File: config.mk
export PLATFORM = sky130hd
export DESIGN_NAME = program_loader
export DESIGN_NICKNAME = d
export VERILOG_FILES = /design/src/rtl/program_loader.sv
export SDC_FILE = /design/constraint.sdc
export NUM_CORES = 1
export LEC_CHECK = 0
export BUFFER_PORTS_ARGS = -buffer_cell sky130_fd_sc_hd__buf_2
export CORE_MARGIN = 2
export CORE_UTILIZATION = 30
export DETAILED_ROUTE_END_ITERATION = 16
export SYNTH_ARGS = -nofsm -noshare
export SYNTH_HDL_FRONTEND = slang
export SYNTH_SLANG_ARGS = --single-unit
export TNS_END_PERCENT = 50
File: constraint.sdc
create_clock -name clk -period 4.8 [get_ports clk]
set_input_delay 0.24 -clock clk [delete_from_list [all_inputs] [get_ports clk]]
set_output_delay 0.24 -clock clk [all_outputs]
set_load 0.02 [all_outputs]
File: src/rtl/program_loader.sv
// program_loader: receives a framed byte stream (LEN_LO, LEN_HI, payload, CHK)
// from the host, writes the payload into instruction memory and holds the MISC
// core in reset until the image is complete and its XOR checksum verifies.
module program_loader #(
    parameter int ADDR_W  = 16,
    parameter int INSTR_W = 8
) (
    input  logic               clk,
    input  logic               reset,
    input  logic [7:0]         in_data,
    input  logic               in_valid,
    output logic               in_ready,
    input  logic               reload,
    output logic               imem_we,
    output logic [ADDR_W-1:0]  imem_addr,
    output logic [INSTR_W-1:0] imem_data,
    output logic               cpu_reset,
    output logic               load_done,
    output logic               load_error
);

    // Length compare width: wide enough for both a 16-bit length and 2**ADDR_W.
    localparam int LEN_W = (ADDR_W + 1 > 17) ? ADDR_W + 1 : 17;
    localparam logic [LEN_W-1:0] MAX_LEN = LEN_W'({1'b1, {ADDR_W{1'b0}}});

    typedef enum logic [2:0] {
        S_LEN_LO,
        S_LEN_HI,
        S_DATA,
        S_CHECK,
        S_RUN,
        S_ERROR
    } state_t;

    state_t              r_state;
    state_t              w_next;
    logic                w_ready;
    logic                w_xfer;

    logic [7:0]          r_len_lo;
    logic [ADDR_W:0]     r_len;
    logic [ADDR_W:0]     r_addr;
    logic [7:0]          r_acc;

    logic                r_we;
    logic [ADDR_W-1:0]   r_waddr;
    logic [INSTR_W-1:0]  r_wdata;

    logic                r_cpu_reset;
    logic                r_load_done;
    logic                r_load_error;

    logic [LEN_W-1:0]    w_len_full;
    logic [ADDR_W:0]     w_addr_inc;
    logic                w_last;

    // Full frame length as it becomes known while the LEN_HI byte is on the bus.
    assign w_len_full = LEN_W'({in_data, r_len_lo});
    // The counter is one bit wider than the address so N = 2**ADDR_W never wraps.
    assign w_addr_inc = r_addr + (ADDR_W+1)'(1);
    assign w_last     = (w_addr_inc == r_len);
    assign w_xfer     = in_valid & w_ready;

    assign in_ready   = w_ready;
    assign imem_we    = r_we;
    assign imem_addr  = r_waddr;
    assign imem_data  = r_wdata;
    assign cpu_reset  = r_cpu_reset;
    assign load_done  = r_load_done;
    assign load_error = r_load_error;

    // State register.
    always_ff @(posedge clk or posedge reset) begin
        if (reset) begin
            r_state <= S_LEN_LO;
        end else begin
            r_state <= w_next;
        end
    end

    // Next-state and handshake decode; in_ready depends on state only.
    always_comb begin
        w_next  = r_state;
        w_ready = 1'b0;
        case (r_state)
            S_LEN_LO: begin
                w_ready = 1'b1;
                if (in_valid) begin
                    w_next = S_LEN_HI;
                end
            end
            S_LEN_HI: begin
                w_ready = 1'b1;
                if (in_valid) begin
                    if (w_len_full == '0) begin
                        w_next = S_CHECK;
                    end else if (w_len_full > MAX_LEN) begin
                        w_next = S_ERROR;
                    end else begin
                        w_next = S_DATA;
                    end
                end
            end
            S_DATA: begin
                w_ready = 1'b1;
                if (in_valid && w_last) begin
                    w_next = S_CHECK;
                end
            end
            S_CHECK: begin
                w_ready = 1'b1;
                if (in_valid) begin
                    w_next = (in_data == r_acc) ? S_RUN : S_ERROR;
                end
            end
            S_RUN: begin
                if (reload) begin
                    w_next = S_LEN_LO;
                end
            end
            S_ERROR: begin
                if (reload) begin
                    w_next = S_LEN_LO;
                end
            end
            default: begin
                w_next = S_LEN_LO;
            end
        endcase
    end

    // Length capture, address/checksum tracking and the registered write port.
    always_ff @(posedge clk or posedge reset) begin
        if (reset) begin
            r_len_lo <= '0;
            r_len    <= '0;
            r_addr   <= '0;
            r_acc    <= '0;
            r_we     <= 1'b0;
            r_waddr  <= '0;
            r_wdata  <= '0;
        end else begin
            r_we <= 1'b0;
            if (w_xfer) begin
                case (r_state)
                    S_LEN_LO: begin
                        r_len_lo <= in_data;
                    end
                    S_LEN_HI: begin
                        // Upper bits only matter for lengths that go to ERROR.
                        r_len  <= w_len_full[ADDR_W:0];
                        r_addr <= '0;
                        r_acc  <= '0;
                    end
                    S_DATA: begin
                        r_we    <= 1'b1;
                        r_waddr <= r_addr[ADDR_W-1:0];
                        r_wdata <= in_data[INSTR_W-1:0];
                        r_acc   <= r_acc ^ in_data;
                        r_addr  <= w_addr_inc;
                    end
                    default: begin
                    end
                endcase
            end
        end
    end

    // Core reset and status flags, registered from the next state.
    always_ff @(posedge clk or posedge reset) begin
        if (reset) begin
            r_cpu_reset  <= 1'b1;
            r_load_done  <= 1'b0;
            r_load_error <= 1'b0;
        end else begin
            r_cpu_reset  <= (w_next != S_RUN);
            r_load_done  <= (w_next == S_RUN);
            r_load_error <= (w_next == S_ERROR);
        end
    end

endmodule

==> metrics.md, run 1 <==
| Metric | Value |
|---|---|
| Status | `complete, no violations` |
| Grt total ovfl | `0` |
| Number of global-route vias before repair | `between 3000 and 4000` |
| RSZ-0062 raised after global routing | `false` |
| WHS | `0.1590 ns` |
| Setup TNS | `0 ns` |
| Crit. End Element | `flop` |
| Die Area | `13990 um^2` |
| Maximum VDD drop | `about 0.26 mV` |
| FFs w/ async S/R, synth | `1.000` |
| DP HPWL | `6.367 mm` |
| Gr usage total | `0.1389` |
| Final Cycle Share | `0.5988` |
| IO Port Bufs | `40` |
| Sink Count | `80` |
| Area grow syn2layout | `16.25%` |
| Slew HR | `0.4494` |
| Clock period minus worst slack | `2.874 ns` |
| Leakage | `2.074 nW` |
| Required time worst endpoint | `about 5 ns` |
| Clk slew on worst S/H paths | `0.06 ns` |
| Vias per cell | `around 5.0` |
| Cells after synthesis | `around 400` |
| Layout cell share with drive strength beyond 1 | `0.2220` |
| Worst Path Arrival | `3.11 ns` |
| Worst Skew | `0.007420 ns` |
| Slew Viols, Final | `0` |
| Max clock buf depth | `2` |
| Antenna violations before repair | `0` |
| Synth warnings | `0` |
| Mapped cell area | `slightly below 4000 um^2` |
| Final setup violation count | `0` |
| Htree depth | `3` |
| Placer congestion estimate | `roughly 0.85` |
| Final ANT Viol Nets | `0` |
| CP Max Fanout | `28` |
| Max frequency | `approximately 0.35 GHz` |
| Chip Height | `around 120 um` |
| Post-route DRC | `0` |
| DR iter-0 viols | `132` |
| Synthesized area per cell | `9.821 um^2` |
| CTS Buf Count | `9` |
| Least-Margin Pin Slew | `0.8255 ns` |
| Initial Util | `0.3093` |
| Drt pass-1 iters | `5` |
| Global-route wire length before repair | `15.65 mm` |
| Power per cell area | `538.4 nW/um^2` |
| Final wirelength | `9.236 mm` |
| Nets | `around 450` |
| Crit path launch type | `flop` |
| Total number of vias | `3052` |
| Core footprint | `12670 um^2` |
| Fill count | `roughly 1300` |
| Number of synthesized flops with an enable pin | `0` |
| Most used DFF post-synth | `dfrtp_1` |
| CP Class | `reg2reg` |
| Clock Latency Late Sink | `0.34 ns` |
| Count of different cell masters after synthesis | `47` |
| Root Driver | `clkbuf_16` |
| Routed length per instance | `15.17 um` |
| Max-cap viol count | `0` |
| Post-layout util | `0.3595` |
| Die width | `~120 um` |
| Total power | `2.453 mW` |
| Post-CTS Setup Bufs | `0` |
| Rows | `41` |
| Largest net degree at the start of global routing | `57` |
| Final count of hold timing violations | `0` |
| CTS tree | `yes` |
| ANT cells | `0` |
| IO Pins | `41` |
| Hold Path Class | `in2reg` |
| Register bit total from synthesis | `80` |
| Part of the Yosys area used for sequential elements | `0.5112` |
| Syn nets | `412` |
==> flip-flops by register name, summed over array words and instances, names as in the netlist <==
name	count
cpu_reset	1
imem_addr	16
imem_data	8
imem_we	1
load_done	1
load_error	1
r_acc	8
r_addr	17
r_len	16
r_len_lo	8
r_state	3
==> power by group <==
part           internal (mW)  switching [mW]  leakage (nW)  total, mW
Clock                  0.365           0.271         0.133      0.636
Combinational          0.337           0.419         0.901      0.756
Sequential             0.884           0.177          1.04       1.06
==> metal layers <==
metal / vias up / global-route usage / share of wire
li1: 1451 / - / -
met1: 1470 / 0.1863 / 0.46
met2: 110 / 0.2103 / 0.44
met3: 21 / 0.04199 / 0.066
met4: 0 / 0.05271 / 0.025
met5: - / 0 / 0
==> critical path, cell delays in order, from the launching register on <==
cell	delay, ns
dfrtp_1	0.47
nand4bb_2	0.83
inv_1	0.74
buf_4	0.32
nand2_1	0.12
o31ai_1	0.27
==> synth_stat cells, types with 2 or more instances <==
| library cell | number | area share |
|---|---|---|
| nor4_2 | 3 | 0.0096 |
| inv_1 | 7 | 0.0067 |
| xnor2_1 | 16 | 0.036 |
| nand2_1 | 90 | 0.086 |
| nand4_1 | 7 | 0.011 |
| o21ai_0 | 42 | 0.054 |
| and4_1 | 2 | 0.0045 |
| buf_2 | 6 | 0.0077 |
| mux2_2 | 24 | 0.069 |
| o31ai_1 | 9 | 0.017 |
| dfrtp_1 | 79 | 0.50 |
| xor2_1 | 15 | 0.034 |
| nor2_1 | 23 | 0.022 |
| or3_1 | 3 | 0.0048 |
| a21oi_1 | 7 | 0.0089 |
| nand3_1 | 2 | 0.0026 |
| nor4_1 | 9 | 0.014 |
| nor3_1 | 3 | 0.0038 |
| clkbuf_1 | 14 | 0.013 |
| o2111ai_1 | 2 | 0.0045 |
| nor3b_1 | 2 | 0.0038 |
| o41ai_1 | 2 | 0.0045 |
| o211ai_1 | 4 | 0.0077 |
| nor3_2 | 2 | 0.0051 |
| and2_1 | 2 | 0.0032 |
| buf_4 | 3 | 0.0057 |
==> path summary, 6_finish.rpt <==
path,from,to,slack [ns],cells past startpoint
max,r_state[0]$_DFF_PP0_,r_addr[14]$_DFFE_PP0P_,1.93,5
min reg2reg,imem_addr[11]$_DFFE_PP0P_,imem_addr[11]$_DFFE_PP0P_,0.46,2
min in group asynchronous,reset,r_acc[1]$_DFFE_PP0P_,0.42,3
max in group asynchronous,reset,imem_addr[6]$_DFFE_PP0P_,3.34,4
max reg2reg,r_state[0]$_DFF_PP0_,r_addr[14]$_DFFE_PP0P_,1.93,5
min,reload,r_state[2]$_DFF_PP0_,0.16,2
==> through the flow <==
stage	setup WS (ns)	std cells	area [um^2]
5_1_grt	1.604	609	4556
3_5_place_dp	1.845	592	4269
2_1_floorplan	2.510	399	3919
3_3_place_gp	2.071	592	4269
4_1_cts	1.887	609	4556
6_report	1.926	609	4556
==> layout by cell type, fill, tap and decap left out, types with 2 or more instances in the layout <==
cell type | Yosys | final
nand2_1 | 90 | 90
dfrtp_1 | 79 | 79
o21ai_0 | 42 | 42
buf_2 | 6 | 40
mux2_2 | 24 | 24
nor2_1 | 23 | 23
xnor2_1 | 16 | 16
xor2_1 | 15 | 15
o31ai_1 | 9 | 9
nor4_1 | 9 | 9
clkbuf_16 | 0 | 9
a21oi_1 | 7 | 7
nand4_1 | 7 | 7
inv_1 | 7 | 6
buf_4 | 3 | 5
o211ai_1 | 4 | 4
or3_1 | 3 | 3
nor3_1 | 3 | 3
nor4_2 | 3 | 3
nor3_2 | 2 | 2
nand3_1 | 2 | 2
and4_1 | 2 | 2
o41ai_1 | 2 | 2
and2_1 | 2 | 2
nor3b_1 | 2 | 2
o2111ai_1 | 2 | 2
clkinv_2 | 0 | 2
clkbuf_1 | 14 | 2
clkinv_4 | 0 | 2
==> logic make-up after synthesis <==
group	Yosys count	share of synthesized area
simple gates	158	0.1999
fa+ha+maj	1	0.003192
mux	24	0.06897
flops	80	0.5112
xor+xnor	31	0.06928
compound gates	74	0.1130
buf+inv	31	0.03448
==> cell type report <==
| class | count | area [um^2] | area share |
|---|---|---|---|
| Timing Repair Buffer | 46 | 247.7 | 0.05438 |
| Clock inverter | 4 | 30.03 | 0.006592 |
| Tap cell | 172 | 215.2 | 0.04724 |
| Inverter | 7 | 27.53 | 0.006042 |
| Clock buffer | 12 | 246.5 | 0.05411 |
| Multi-Input combinational cell | 288 | 1785 | 0.3919 |
| Sequential cell | 80 | 2003 | 0.4397 |
==> timing repair <==
item                      4_1_cts  5_1_grt
hold buffers                    1        0
resized for setup               0        0
hold endpoints to repair       23        0
No activity file was read; power rests on OpenSTA's default activity.
==> inputs of run 2 (changes only) <==
==> constraint.sdc (replaced) <==
create_clock -name clk -period 2.5 [get_ports clk]
set_input_delay 0.125 -clock clk [delete_from_list [all_inputs] [get_ports clk]]
set_output_delay 0.125 -clock clk [all_outputs]
set_load 0.02 [all_outputs]
==> run 2 against run 1 <==
Against the previous run:
- register-to-register slack got worse by 1.7 ns
- combinational power increased by 96%
- largest cell class unchanged
- largest power group unchanged
- wire length decreased by 0.21%
- clock power increased by 120%
- utilization increased by 0.92 points
- global-route usage decreased by 0.16 points
==> metrics.md, run 2 (same netlist as run 1, synthesis figures left out) <==
| Metric | Value |
|---|---|
| Number of global-route vias before repair | `2955` |
| Reg area | `2003 um^2` |
| Area taken by multi-input logic gates | `1803 um^2` |
| Antenna violations before repair | `0` |
| Area grow syn2layout | `19.22%` |
| CTS Buf Count | `9` |
| Routed length per instance | `14.99 um` |
| Clock group share of total power | `0.280` |
| Setup TNS | `0 ns` |
| Root Driver | `clkbuf_16` |
| Die Area | `13990 um^2` |
| Total power | `4.891 mW` |
| Hold Path Class | `in2reg` |
| Slew Viols, Final | `0` |
| Post-layout util | `0.3687` |
| CP Max Fanout | `8` |
| Worst Path Arrival | `2.53 ns` |
| Sink Count | `80` |
| Placer congestion estimate | `0.8386` |
| RSZ-0062 raised after global routing | `false` |
| Switching share of power | `0.3401` |
| CP Class | `reg2reg` |
| Gr usage total | `0.1373` |
| Sw Pwr | `roughly 1.7 mW` |
| Status | `complete, no violations` |
| Drt pass-1 iters | `4` |
| Crit. End Element | `flop` |
| Crit path launch type | `flop` |
| Die width | `118.3 um` |
| Clk slew on worst S/H paths | `0.06 ns` |
| Leading cell type in the layout, fill and taps excluded | `nand2_1` |
| CTS tree | `yes` |
| Max clock buf depth | `2` |
| Fill count | `1283` |
| Flop pwr share | `0.418` |
| Grt total ovfl | `0` |
| Maximum VDD drop | `0.4278 mV` |
| Clock period minus worst slack | `2.273 ns` |
| Most frequent cells in the layout | `90 x nand2_1, 79 x dfrtp_1, 42 x o21ai_0` |
| Clock Latency Late Sink | `0.33 ns` |
| DP HPWL | `about 6.3 mm` |
| Max reg flops | `17` |
| Cells after DPL | `598` |
| Comb power frac | `0.303` |
| Leakage | `2.145 nW` |
| Power per cell area | `between 1000 and 1500 nW/um^2` |
| Nets | `451` |
| IO Pins | `41` |
| Final wirelength | `between 9 and 10 mm` |
| Largest net degree at the start of global routing | `54` |
| Required time worst endpoint | `2.76 ns` |
| Final ANT Viol Nets | `0` |
| Vias per cell | `4.979` |
| Chip Height | `118.3 um` |
| IO Port Bufs | `40` |
| Layout Cells excl Fill | `a little over 600` |
| Final Cycle Share | `0.9092` |
| Slew HR | `0.5063` |
| DR iter-0 viols | `200` |
| Total number of vias | `3062` |
| Layout cell share with drive strength beyond 1 | `0.2415` |
| Register bank with the most flops | `r_addr` |
| Least-Margin Pin Slew | `0.7397 ns` |
| Global-route wire length before repair | `15.40 mm` |
| Max frequency | `0.4399 GHz` |
| Htree depth | `3` |
| Core footprint | `12670 um^2` |
| ANT cells | `0` |
| Internal power | `3.227 mW` |
| Worst Skew | `0.006989 ns` |
| Final count of hold timing violations | `0` |
| Initial Util | `0.3093` |
| Post-route DRC | `0` |
| Final setup violation count | `0` |
| Rows | `41` |
| Max-cap viol count | `0` |
[run 2: cell count changes in the layout (fill, tap and decap cells not counted), sizes merged]
cell / change
clkinv: -1
bufinv: +1
buf: +6
[run 2: final cells by class]
type,instances,share of cell area
Timing Repair Buffer,52,0.06535
Tap cell,172,0.04606
Clock buffer,12,0.05704
Multi-Input combinational cell,288,0.3859
Sequential cell,80,0.4288
Inverter,7,0.005892
Clock inverter,4,0.01098
[run 2: path summary, 6_finish.rpt]
path | startpoint | endpoint | slack (ns) | cells after the start
worst max-delay path | r_addr[1]$_DFFE_PP0P_ | load_error$_DFF_PP0_ | 0.23 | 7
worst min-delay path | in_data[4] | imem_data[4]$_DFFE_PP0P_ | 0.1 | 3
worst max register to register | r_addr[1]$_DFFE_PP0P_ | load_error$_DFF_PP0_ | 0.23 | 7
worst min register to register | r_state[2]$_DFF_PP0_ | r_state[1]$_DFF_PP0_ | 0.47 | 1
max in group asynchronous | reset | imem_addr[3]$_DFFE_PP0P_ | 1.39 | 4
min in group asynchronous | reset | imem_data[6]$_DFFE_PP0P_ | 0.43 | 3
[run 2: power by group through the flow]
stage	registers (mW)	logic (mW)	clock network, mW
floorplan	2.04	1.02	0
global placement	2.04	1.45	0
detailed placement	2.06	1.48	0
CTS	2.04	1.49	1.40
global route	2.10	1.65	1.45
finish	2.04	1.48	1.37
[run 2: repair_timing]
item	4_1_cts	5_1_grt
hold endpoints to repair	39	0
setup buffers	0	0
gates resized for setup	0	3
setup endpoints to repair	0	2
hold buffers	1	0
[run 2: worst max-delay path: stages (launching register included)]
cell,delay [ns]
dfrtp_1,0.44
ha_2,0.28
nand3_2,0.19
o21a_1,0.25
or3_1,0.37
a311oi_1,0.30
o2111ai_1,0.20
a21boi_1,0.17
[run 2: through the flow]
stage | instance area, um^2 | setup WS, ns | hold WS [ns]
global placement | 4327 | 0.2470 | 0.2661
finish | 4672 | 0.2269 | 0.09638
detailed placement | 4327 | 0.1029 | 0.2773
global route | 4672 | 0.04189 | 0.09365
floorplan | 3919 | 0.3249 | 0.2304
CTS | 4654 | 0.1046 | 0.08207
[run 2: metal layers]
layer	track usage	wire length, um	share of wire
met1	0.1953	4467	0.48
met2	0.2070	4163	0.45
met3	0.03909	503	0.055
met4	0.03087	82	0.0089
met5	0	0	0
